## src/rtl/hazard_scoreboard.sv

```systemverilog
// Hazard scoreboard: tracks in-flight GRF writers with self-decrementing Tnew,
// resolves D-stage stall and forward selects, and models MDU busy time.
module hazard_scoreboard #(
    parameter int DEPTH   = 3,
    parameter int TW      = 3,
    parameter int SELW    = 2,
    parameter int MUL_LAT = 5,
    parameter int DIV_LAT = 10
) (
    input  logic            clk,
    input  logic            reset,
    input  logic            d_valid,
    input  logic [4:0]      d_rs,
    input  logic [4:0]      d_rt,
    input  logic [TW-1:0]   d_tuse_rs,
    input  logic [TW-1:0]   d_tuse_rt,
    input  logic            d_regwrite,
    input  logic [4:0]      d_a3,
    input  logic [TW-1:0]   d_tnew,
    input  logic            d_md_start,
    input  logic            d_md_is_div,
    input  logic            d_is_mdft,
    input  logic            flush,
    output logic            stall,
    output logic [SELW-1:0] fwd_rs_sel,
    output logic [SELW-1:0] fwd_rt_sel,
    output logic            md_busy
);
    localparam int CW = $clog2(DIV_LAT + 1);

    logic [DEPTH:1]  vld;
    logic [4:0]      a3   [1:DEPTH];
    logic [TW-1:0]   tnew [1:DEPTH];
    logic [CW-1:0]   md_cnt;

    logic            rs_hit, rt_hit;
    logic [TW-1:0]   rs_tnew, rt_tnew;
    logic [SELW-1:0] rs_k, rt_k;
    logic            rs_hazard, rt_hazard, md_hazard;
    logic            issue;

    // Scan oldest to youngest so the youngest matching writer wins.
    always_comb begin
        rs_hit  = 1'b0;
        rt_hit  = 1'b0;
        rs_tnew = '0;
        rt_tnew = '0;
        rs_k    = '0;
        rt_k    = '0;
        for (int k = DEPTH; k >= 1; k--) begin
            if (vld[k] && a3[k] == d_rs && d_rs != 5'd0) begin
                rs_hit  = 1'b1;
                rs_tnew = tnew[k];
                rs_k    = SELW'(k);
            end
            if (vld[k] && a3[k] == d_rt && d_rt != 5'd0) begin
                rt_hit  = 1'b1;
                rt_tnew = tnew[k];
                rt_k    = SELW'(k);
            end
        end
    end

    assign rs_hazard  = rs_hit && (rs_tnew > d_tuse_rs);
    assign rt_hazard  = rt_hit && (rt_tnew > d_tuse_rt);
    assign md_hazard  = d_is_mdft && (md_cnt != '0);
    assign stall      = d_valid && (rs_hazard || rt_hazard || md_hazard);
    assign fwd_rs_sel = (rs_hit && rs_tnew == '0) ? rs_k : '0;
    assign fwd_rt_sel = (rt_hit && rt_tnew == '0) ? rt_k : '0;
    assign md_busy    = (md_cnt != '0);
    assign issue      = d_valid && !stall && !flush;

    always_ff @(posedge clk) begin
        if (!reset) begin
            vld    <= '0;
            md_cnt <= '0;
            for (int k = 1; k <= DEPTH; k++) begin
                a3[k]   <= '0;
                tnew[k] <= '0;
            end
        end else begin
            vld[1]  <= issue && d_regwrite && (d_a3 != 5'd0);
            a3[1]   <= issue ? d_a3 : 5'd0;
            tnew[1] <= issue ? d_tnew : '0;
            for (int k = 2; k <= DEPTH; k++) begin
                vld[k]  <= vld[k-1];
                a3[k]   <= a3[k-1];
                tnew[k] <= (tnew[k-1] == '0) ? '0 : tnew[k-1] - 1'b1;
            end
            if (issue && d_md_start)
                md_cnt <= d_md_is_div ? CW'(DIV_LAT) : CW'(MUL_LAT);
            else if (md_cnt != '0)
                md_cnt <= md_cnt - 1'b1;
        end
    end
endmodule

```

## config.mk

```make
export PLATFORM = sky130hd
export DESIGN_NAME = hazard_scoreboard
export DESIGN_NICKNAME = d
export VERILOG_FILES = /design/src/rtl/hazard_scoreboard.sv
export SDC_FILE = /design/constraint.sdc
export NUM_CORES = 1
export LEC_CHECK = 0
export CORE_AREA = 2 2 59 75
export DETAILED_ROUTE_END_ITERATION = 8
export DIE_AREA = 0 0 61 77
export PLACE_DENSITY = 0.76
export SYNTH_ARGS = -nofsm -noshare
export SYNTH_HDL_FRONTEND = slang
export SYNTH_SLANG_ARGS = --single-unit
```

## constraint.sdc

```tcl
create_clock -name clk -period 7.38 [get_ports clk]
set_input_delay 1.845 -clock clk [delete_from_list [all_inputs] [get_ports clk]]
set_output_delay 1.845 -clock clk [all_outputs]
set_load 0.05 [all_outputs]
```

==> Word-level counts from Yosys, hierarchy flattened <==
Memory sizes are Yosys's and may differ from the RTL's.
Index checks and enable logic that the tools add are counted.
{ "totals": {"ff_bits": 7, "ram_bits": 24, "inputBits": 32, "output_inout_bits": 6, "elab_cells": 92, "mem_count": 2} }
{ "mem_list": {"columns": ["name", "depth", "width", "read_ports", "rd_ports_with_merged_regs", "wr", "line", "source"], "rows": [
  ["a3", 3, 5, 3, 0, 3, "32", "logic [4:0] a3 [1:DEPTH];"],
  ["tnew", 3, 3, 3, 0, 3, "33", "logic [TW-1:0] tnew [1:DEPTH];"]
]} }
{ "classes": {"n_addsub": 3, "n_lt_le_gt_ge": 2, "n_eq_ne": 6, "mux": 35, "n_bitwise": 6, "reduce_logical": 36} }
{ "op_table": {"columns": ["operator", "n"], "rows": [
  ["3-bit two-way mux", 12],
  ["5-bit == test", 6],
  ["1-bit logical AND", 23],
  ["5-bit two-way mux", 4],
  ["2-bit two-way mux", 8],
  ["5-bit nonzero test", 3],
  ["3-bit logical NOT", 4],
  ["4-bit two-way mux", 3],
  ["1-bit two-way mux", 8],
  ["3-bit > comparator", 2],
  ["1-bit bitwise OR", 6],
  ["3-bit by 1-bit subtractor with 3-bit output, second input constant", 2],
  ["4-bit nonzero test", 1],
  ["4-bit by 1-bit subtractor with 4-bit output, second input constant", 1],
  ["1-bit logical NOT", 2],
  ["1-bit logical OR", 2],
  ["2-bit nonzero test", 1]
]} }

==> Depth between registers and ports, before layout <==
Gate-level depths: netlist (run 1).
{ "depth": {"word_depth": 16, "depth_mapped": 15, "mapped_depth_nobuf": 13} }

==> Worst setup path after synthesis (run 1) <==
No wires, ideal clock.
{ "synth_path": {"kind": "input to output", "startpoint": "in d_rs[1]", "endpoint": "out stall", "arrival_ps": 4793, "required_ps": 5535, "path_slack_ps": 742, "path_stages": 12, "path_buffers": 1, "path_cell_list": "or4_4 -> nor2_8 -> or3_4 -> buf_6 -> nor2_1 -> o31a_1 -> ha_1 -> nor2b_1 -> o21ai_0 -> a32oi_1 -> o31ai_4 -> a31oi_1"} }
{ "synth_between": {"elab_chain_len": 11, "word_cells_on_any_way": 21, "classes_between": "1 x order compare; 3 x eq/ne; 6 x mux; 11 x reduce/logical"} }
{ "synth_rtl": {"columns": ["item", "line", "source"], "rows": [
  ["start: declaration", "13", "input logic [4:0] d_rs,"],
  ["5-bit == test", "51", "if (vld[k] && a3[k] == d_rs && d_rs != 5'd0) begin"],
  ["1-bit logical AND (2 in series)", "51", null],
  ["3-bit two-way mux (3 in series)", "51", null],
  ["3-bit > comparator", "64", "assign rs_hazard = rs_hit && (rs_tnew > d_tuse_rs);"],
  ["1-bit logical AND (*)", "64", null],
  ["1-bit logical OR (*) (2 in series)", "67", "assign stall = d_valid && (rs_hazard || rt_hazard || md_hazard);"],
  ["1-bit logical AND (*)", "67", null],
  ["end: declaration", "24", "output logic stall,"]
]} }
Every way passes the cells marked *; elsewhere a longest branch is shown, timed or not.

==> Worst setup path in the final report (run 1) <==
{ "layout_path": {"startpoint": "in d_rs[2]", "endpoint": "out stall"} }
The elaborated chain is that of the path after synthesis.

==> metrics.md, run 1 <==
| Metric | Value |
|---|---|
| Routed vias | `about 1.6k` |
| DIE AREA | `around 4700 um^2` |
| CP max FO | `6` |
| Share of layout cells above drive strength 1 | `between 8 and 9%` |
| Top cells by area, synth | `dfxtp_1 31%, xnor2_1 11%, ha_1 7.6%, and2_1 6.6%, mux2i_1 4.0%` |
| Hold Path Class | `flop to flop` |
| Clk sinks | `31` |
| Area growth syn-to-layout | `26.14%` |
| Pre-antenna DRT Iters | `4` |
| Clk_skew | `slightly above 6 ps` |
| Seq/Total Area, Yosys | `a little under a third` |
| Worst-case reg-to-reg path depth | `12` |
| Max Transition Viols Final | `0` |
| Routed Antenna Nets | `0` |
| Finished Cell Area | `approximately 2500 um^2` |
| Total negative setup slack | `0 ps` |
| CTS clk-pin slew, worst paths | `70 ps` |
| Largest net degree at the start of global routing | `24` |
| CP arrival | `about 5000 ps` |
| Initial Util | `slightly below 50%` |
| Vias in the first global route | `1,567` |
| Reg2Reg Capture Point | `tnew[0][3]$_SDFF_PN0_` |
| H-tree lvl count | `2` |
| Net count, final | `between 200 and 300` |
| Worst-skew pair later-pin latency | `290 ps` |
| Syn Std Cell Area | `roughly 2000 um^2` |
| Die Wd | `~61 um` |
| Non-Filler Instances | `311` |
| Ports | `38` |
| Critical path, cell by cell | `clkdlybuf4s50_1 -> or4_4 -> nor2_8 -> nor3_1 -> and3_1 -> o31a_1 -> ha_1 -> nor2b_1 -> o21ai_0 -> a32oi_1 -> o31ai_4 -> a31oi_1 -> buf_12` |
| Area share of the largest cell type after synthesis | `about 31%` |
| Final WL | `just over 4 mm` |
| Multi-input logic area | `1271 um^2` |
| Die Ht | `slightly below 80 um` |
| Clock share of power | `28.0%` |
| Post-Syn Instances | `214` |
| Detailed Place HPWL | `between 3 and 4 mm` |
| Crit end category | `output pin` |
| Max_cap viols | `0` |
| Wirelength per Cell | `between 10 and 15 um` |
| Worst Tran Pin Value | `690.7 ps` |
| Synth warn | `0` |
| Initial antenna violation count | `0` |
| DRT iter0 DRCs | `just over 50` |
| Crit Path Class | `input port to output pin` |
| Post-Route Utilization | `62.48%` |
| CP required | `5540 ps` |
| Status | `completed` |
| N_diodes | `0` |
| Hold buffer count at cts | `0` |
| Core area | `4001 um^2` |
| CTS resizes | `0` |
| Max stage delay on crit path | `roughly 600 ps` |
| CP delay by family, top | `simple AND/OR/NAND/NOR gates` |
| Tcrit/Tclk final | `approximately 94%` |
| Via density | `5.048` |
| Congestion Overflow GR | `0` |
| Hold_sp | `tnew[0][6]$_SDFF_PP0_` |
| Clock tree root driver cell | `clkbuf_8` |
| Worst R2R Setup Slack | `about 4300 ps` |
| First-pass GRT wire length | `between 6 and 7 mm` |
| CTS Buf Count | `5` |
| Sw Pwr | `162.9 uW` |
| Critical register-to-register path startpoint | `a3[0][12]$_SDFF_PN0_` |
| Clk buf depth | `2` |
| Final setup fails | `0` |
| Sw Share | `around a third` |
| DR DRC count | `0` |
| Combinational share of power | `a little under a third` |
| RePlAce Congestion | `slightly below 0.9` |
| Sequential power share | `40.1%` |
| Final hold violations | `0` |
| Std cell rows | `26` |
| Max_slew headroom | `between 50 and 60%` |
| Worst hold stages | `1` |
| Worst Hold Path EP | `tnew[0][9]$_SDFF_PP0_` |
| Placed Area | `around 2400 um^2` |
| CTS tree | `done` |
| Inst Count DP | `slightly above 300` |
| Pwr dens | `roughly 190 nW/um^2` |
| Register area | `a little over 600 um^2` |
| RSZ-0062 raised after global routing | `false` |
| #FFs+latches synth | `31` |
| Achievable Freq | `roughly 140 MHz` |
| Pint | `322.2 uW` |
| Bufs and invs on worst path | `2` |
| Post-synthesis net count | `258` |
| Critical path launch point type | `input port` |
| Syn avg cell area | `9.261 um^2` |
| Leakage power | `between 0.9 and 1 nW` |
| Filler cells | `~370` |
| Port bufs | `37` |
| Total GRT Usage | `about a fifth` |
| Worst path slowest cell | `or4_4` |
| Max VDD drop | `158.4 uV` |
| Area leader, netlist | `dfxtp_1` |
| Unique cell type count in the Yosys netlist | `42` |
| # Post-CTS Setup Buffers | `0` |
| Final worst path period need | `6921 ps` |
[worst max path at each step]
stage | startpoint | to | slack, ps | cells after the start
2_1_floorplan | d_rs[1] | stall | 740 | 12
5_1_grt | d_rs[0] | stall | 260 | 13
6_report | d_rs[2] | stall | 460 | 13
4_1_cts | d_rs[2] | stall | 450 | 13
3_5_place_dp | d_rs[2] | stall | 450 | 13
3_3_place_gp | d_rs[2] | stall | 490 | 13
[worst reg2reg max path, cell delays in order (launching register included)]
cell	delay (ps)
dfxtp_1	400
xnor2_1	150
nand4_1	160
or3_1	420
and3_1	210
o31a_1	270
ha_1	300
nor2b_1	130
o21ai_0	80
a32oi_1	270
o31ai_4	150
and4_1	250
and2_1	180
[cell type report]
cell class	instances	share of cell area, %
Clock inverter	3	1.001
Clock buffer	5	2.753
Timing Repair Buffer	37	15.22
Sequential cell	31	24.82
Tap cell	56	2.803
Inverter	17	2.553
Multi-Input combinational cell	162	50.85
[layout by cell type (no fill, tap or decap), types with 2 or more instances in the layout]
cell type,n
o31a_1,4
mux2i_1,8
xor2_1,7
nor3_1,4
o31ai_4,2
nor2b_1,4
clkinv_4,2
nand2_1,14
nand2b_1,2
o21ai_0,4
inv_1,17
a21oi_1,2
nor3b_1,2
xnor2_1,25
ha_1,12
o21ai_1,2
clkbuf_8,5
nand4_1,6
and3_1,4
nor4b_1,2
and2_1,21
clkdlybuf4s50_1,36
or3_1,3
nor4_4,2
or4_4,2
nor4_2,2
a32oi_1,2
nor2_1,12
dfxtp_1,31
nor4_1,2
[registers in the layout (all words and copies together), names as in the netlist]
name,flops
a3,15
md_cnt,4
tnew,9
vld,3
[routing by layer]
metal	up-vias	share of wire, %	GRT usage (%)
met2	38	51	32.58
li1	814	-	-
met1	711	43	23.70
met5	-	0	0
met3	7	4.0	5.059
met4	0	1.8	5.870
[cell usage after synthesis (all sizes together)]
cell and count:
and3 4, nand3 1, o211ai 1, a21o 1, nor2 14, nor3b 2
and2 21, ha 12, dfxtp 31, nor2b 4, or4 2, o21ai 6
a31oi 1, or3 4, o311a 1, o31ai 2, nand4 7, o31a 4
clkbuf 2, mux2i 8, a21oi 2, xor2 7, xnor2 25, nor4 6
and4 1, inv 17, nor4b 3, nor3 4, a32oi 2, buf 2
nand2 14, o21bai 1, nand2b 2
[kinds of logic (layout without fill, tap and decap cells)]
kind of cell             count (synthesis)  after routing  synth area share (%)
AND/OR/NAND/NOR                         89             89                 29.61
XOR/XNOR                                32             32                 14.14
flip-flops                              31             31                 31.31
AO/OA/AOI/OAI                           21             21                 8.776
buffers and inverters                   21             62                 4.546
adder cells (fa/ha/maj)                 12             12                 7.576
multiplexers                             8              8                 4.041
[power groups by stage]
stage	registers [mW]	logic [mW]	clock network [mW]
after floorplan	0.195	0.104	0
after global placement	0.198	0.152	0
after detailed placement	0.199	0.155	0
after CTS	0.195	0.156	0.138
after global routing	0.197	0.171	0.147
final	0.195	0.154	0.136
[per-stage QoR]
stage	worst slack, ps	total power, mW	hold slack [ps]
floorplan	741.9	0.2996	412.5
global placement	494.5	0.3502	431.2
detailed placement	448.3	0.3532	441.2
CTS	452.2	0.4891	457.4
global route	263.8	0.5148	468.9
finish	459.2	0.4851	461.0
Note: power is estimated with default switching activity, not from simulation.
==> run 2, diff against run 1 <==
- ABC_CLOCK_PERIOD_IN_PS: not set -> 7380
- GPL_ROUTABILITY_DRIVEN: not set -> 0
==> results of run 2 <==
Same layout as run 1: the final DEF is identical, and so are final timing and power.
==> run 3, diff against run 2 <==
- GPL_TIMING_DRIVEN: not set -> 0
==> run 3 against run 2 <==
Cell count increased by 1.3%. Non-clock buffer count up 4. Via count up 0.64%. Combinational power decreased by 3%. Sequential power barely moved. Flip-flop and latch count unchanged. Clock skew rose by 1.1 ps. Setup slack got worse by 150 ps.
==> metrics.md, run 3 (synthesis results as in run 1) <==
| Metric | Value |
|---|---|
| Status | `completed (unchanged)` |
| Final setup fails | `0 (unchanged)` |
| RSZ-0062 raised after global routing | `false (unchanged)` |
| Net count, final | `302 (was 298)` |
| Largest net degree at the start of global routing | `11 (was 24)` |
| Max stage delay on crit path | `720 ps (was 600 ps)` |
| Clk sinks | `31 (unchanged)` |
| Via density | `5.016 (was 5.048)` |
| Critical path, cell by cell | `clkdlybuf4s50_1 -> xnor2_1 -> nand4_1 -> or3_4 -> buf_6 -> and3_1 -> o31a_1 -> ha_1 -> nor2b_1 -> o21ai_0 -> a32oi_1 -> o31ai_4 -> a31oi_1 -> clkbuf_2 (was clkdlybuf4s50_1 -> or4_4 -> nor2_8 -> nor3_1 -> and3_1 -> o31a_1 -> ha_1 -> nor2b_1 -> o21ai_0 -> a32oi_1 -> o31ai_4 -> a31oi_1 -> buf_12)` |
| Port bufs | `37 (unchanged)` |
| Bufs and invs on worst path | `3 (was 2)` |
| Post-layout power | `471.0 uW (was 485.1 uW)` |
| Share of layout cells above drive strength 1 | `8.880% (was 8.627%)` |
| Die Ht | `77 um (unchanged)` |
| Post-Route Utilization | `62.54% (was 62.48%)` |
| Leakage power | `0.9915 nW (was 0.9850 nW)` |
| Pwr dens | `188.2 nW/um^2 (was 194.1 nW/um^2)` |
| Achievable Freq | `141.4 MHz (was 144.5 MHz)` |
| Ports | `38 (unchanged)` |
| CTS Buf Count | `5 (unchanged)` |
| Clock tree root driver cell | `clkbuf_8 (unchanged)` |
| Sw Share | `32.63% (was 33.58%)` |
| Final worst path period need | `7074 ps (was 6921 ps)` |
| Biggest register | `a3 (unchanged)` |
| Routed Antenna Nets | `0 (unchanged)` |
| Congestion Overflow GR | `0 (unchanged)` |
| Max Transition Viols Final | `0 (unchanged)` |
| Detailed Place HPWL | `3.135 mm (was 3.255 mm)` |
| CP required | `5540 ps (about the same)` |
| Max VDD drop | `180.0 uV (was 158.4 uV)` |
| Max reg flops | `15 (unchanged)` |
| Max_slew headroom | `57.08% (was 53.57%)` |
| Std cell rows | `26 (unchanged)` |
| Worst R2R Setup Slack | `4230 ps (was 4300 ps)` |
| Total GRT Usage | `19.15% (was 19.46%)` |
| Sw Pwr | `153.7 uW (was 162.9 uW)` |
| Worst path slowest cell | `clkdlybuf4s50_1 (was or4_4)` |
| CP max FO | `5 (was 6)` |
| Vias in the first global route | `1,596 (was 1,567)` |
| Crit Path Class | `input port to output pin (unchanged)` |
| Sequential power share | `41.3% (was 40.1%)` |
| Hold buffer count at cts | `0 (unchanged)` |
| N_diodes | `0 (unchanged)` |
| Area growth syn-to-layout | `26.26% (was 26.14%)` |
| DIE AREA | `4697 um^2 (unchanged)` |
| DRT iter0 DRCs | `19 (was 51)` |
| Most frequent cells in the layout | `36 x clkdlybuf4s50_1, 31 x dfxtp_1, 25 x xnor2_1 (unchanged)` |
| CP arrival | `5230 ps (was 5080 ps)` |
| Die Wd | `61 um (unchanged)` |
| Clk_skew | `7.297 ps (was 6.160 ps)` |
| Tcrit/Tclk final | `95.85% (was 93.78%)` |
| Hold slack | `451.8 ps (was 461.0 ps)` |
| Clock share of power | `27.0% (was 28.0%)` |
| Routed vias | `1,580 (was 1,570)` |
| Core area | `4001 um^2 (unchanged)` |
| Commonest non-fill, non-tap cell in the layout | `clkdlybuf4s50_1 (unchanged)` |
| CTS tree | `done (unchanged)` |
| Critical path launch point type | `input port (unchanged)` |
| CTS clk-pin slew, worst paths | `60 ps (was 70 ps)` |
| Clk buf depth | `2 (unchanged)` |
| # Post-CTS Setup Buffers | `0 (unchanged)` |
| H-tree lvl count | `2 (unchanged)` |
| Worst-skew pair later-pin latency | `280 ps (was 290 ps)` |
| Wirelength per Cell | `12.28 um (was 12.99 um)` |
| Worst Tran Pin Value | `638.5 ps (was 690.7 ps)` |
| Hold Path Class | `flop to flop (unchanged)` |
| Initial antenna violation count | `0 (unchanged)` |
| Final hold violations | `0 (unchanged)` |
| DR DRC count | `0 (unchanged)` |
| Final WL | `3.867 mm (was 4.041 mm)` |
| Combinational share of power | `31.7% (was 31.8%)` |
| Top flop regs | `a3 x15, tnew x9, md_cnt x4 (unchanged)` |
| Crit end category | `output pin (unchanged)` |
| Pint | `317.3 uW (was 322.2 uW)` |
| Pre-antenna DRT Iters | `3 (was 4)` |
| CP delay by family, top | `buffers and inverters (was simple AND/OR/NAND/NOR gates)` |
| First-pass GRT wire length | `6.789 mm (was 6.831 mm)` |
| Initial Util | `49.53% (unchanged)` |
| Max_cap viols | `0 (unchanged)` |
run 3: per-layer routing:
metal / global-route usage, % / vias up / share of wire, %
li1: - / 821 / -
met1: 22.65 / 725 / 44
met2: 33.66 / 28 / 53
met3: 4.047 / 6 / 2.6
met4: 5.217 / 0 / 1.3
met5: 0 / - / 0
run 3: power by group through the flow:
stage	clock network, mW	logic (mW)	registers (mW)
2_1_floorplan	0	0.104	0.195
3_3_place_gp	0	0.148	0.198
3_5_place_dp	0	0.150	0.198
4_1_cts	0.132	0.151	0.195
5_1_grt	0.138	0.166	0.198
6_report	0.127	0.149	0.195
run 3: stage by stage:
stage                     setup TNS (ps)  setup slack (ps)  instances  cell area [um^2]
after global routing                   0             109.0        315              2502
after CTS                              0             31.87        315              2506
after global placement            -157.1            -157.1        307              2422
after detailed placement          -174.7            -174.7        307              2422
after floorplan                        0             741.9        214              1982
final                                  0             306.1        315              2502
run 3: worst reg2reg max path, stage by stage (launching register included):
cell,delay (ps)
dfxtp_1,380
xnor2_1,150
nand4_1,160
or3_4,350
buf_6,140
and3_1,150
o31a_1,290
ha_1,300
nor2b_1,130
o21ai_0,80
a32oi_1,240
o31ai_4,160
and4_1,220
buf_4,150
and2_1,150
run 3: area by class of cell:
| type | instances | area (um^2) |
|---|---|---|
| inverter | 17 | 63.81 |
| timing repair buffer | 37 | 365.4 |
| clock buffer | 6 | 72.57 |
| fill | 360 | 1499 |
| tap | 56 | 70.07 |
| sequential | 31 | 620.6 |
| clock inverter | 2 | 12.51 |
| buffer | 4 | 26.28 |
| multi-input combinational | 162 | 1271 |
run 3: path summary, 6_finish.rpt:
check | cells past startpoint | startpoint | endpoint
setup / recovery | 14 | d_rs[0] | stall
hold reg to reg | 1 | tnew[0][6]$_SDFF_PP0_ | tnew[0][9]$_SDFF_PP0_
setup reg to reg | 14 | a3[0][12]$_SDFF_PN0_ | tnew[0][3]$_SDFF_PN0_
hold / removal | 1 | tnew[0][6]$_SDFF_PP0_ | tnew[0][9]$_SDFF_PP0_
run 3: timing repair:
item                                    CTS  global route
endpoints found under the setup margin    1             1
resized for setup                         1             3
hold endpoints to repair                  0             0
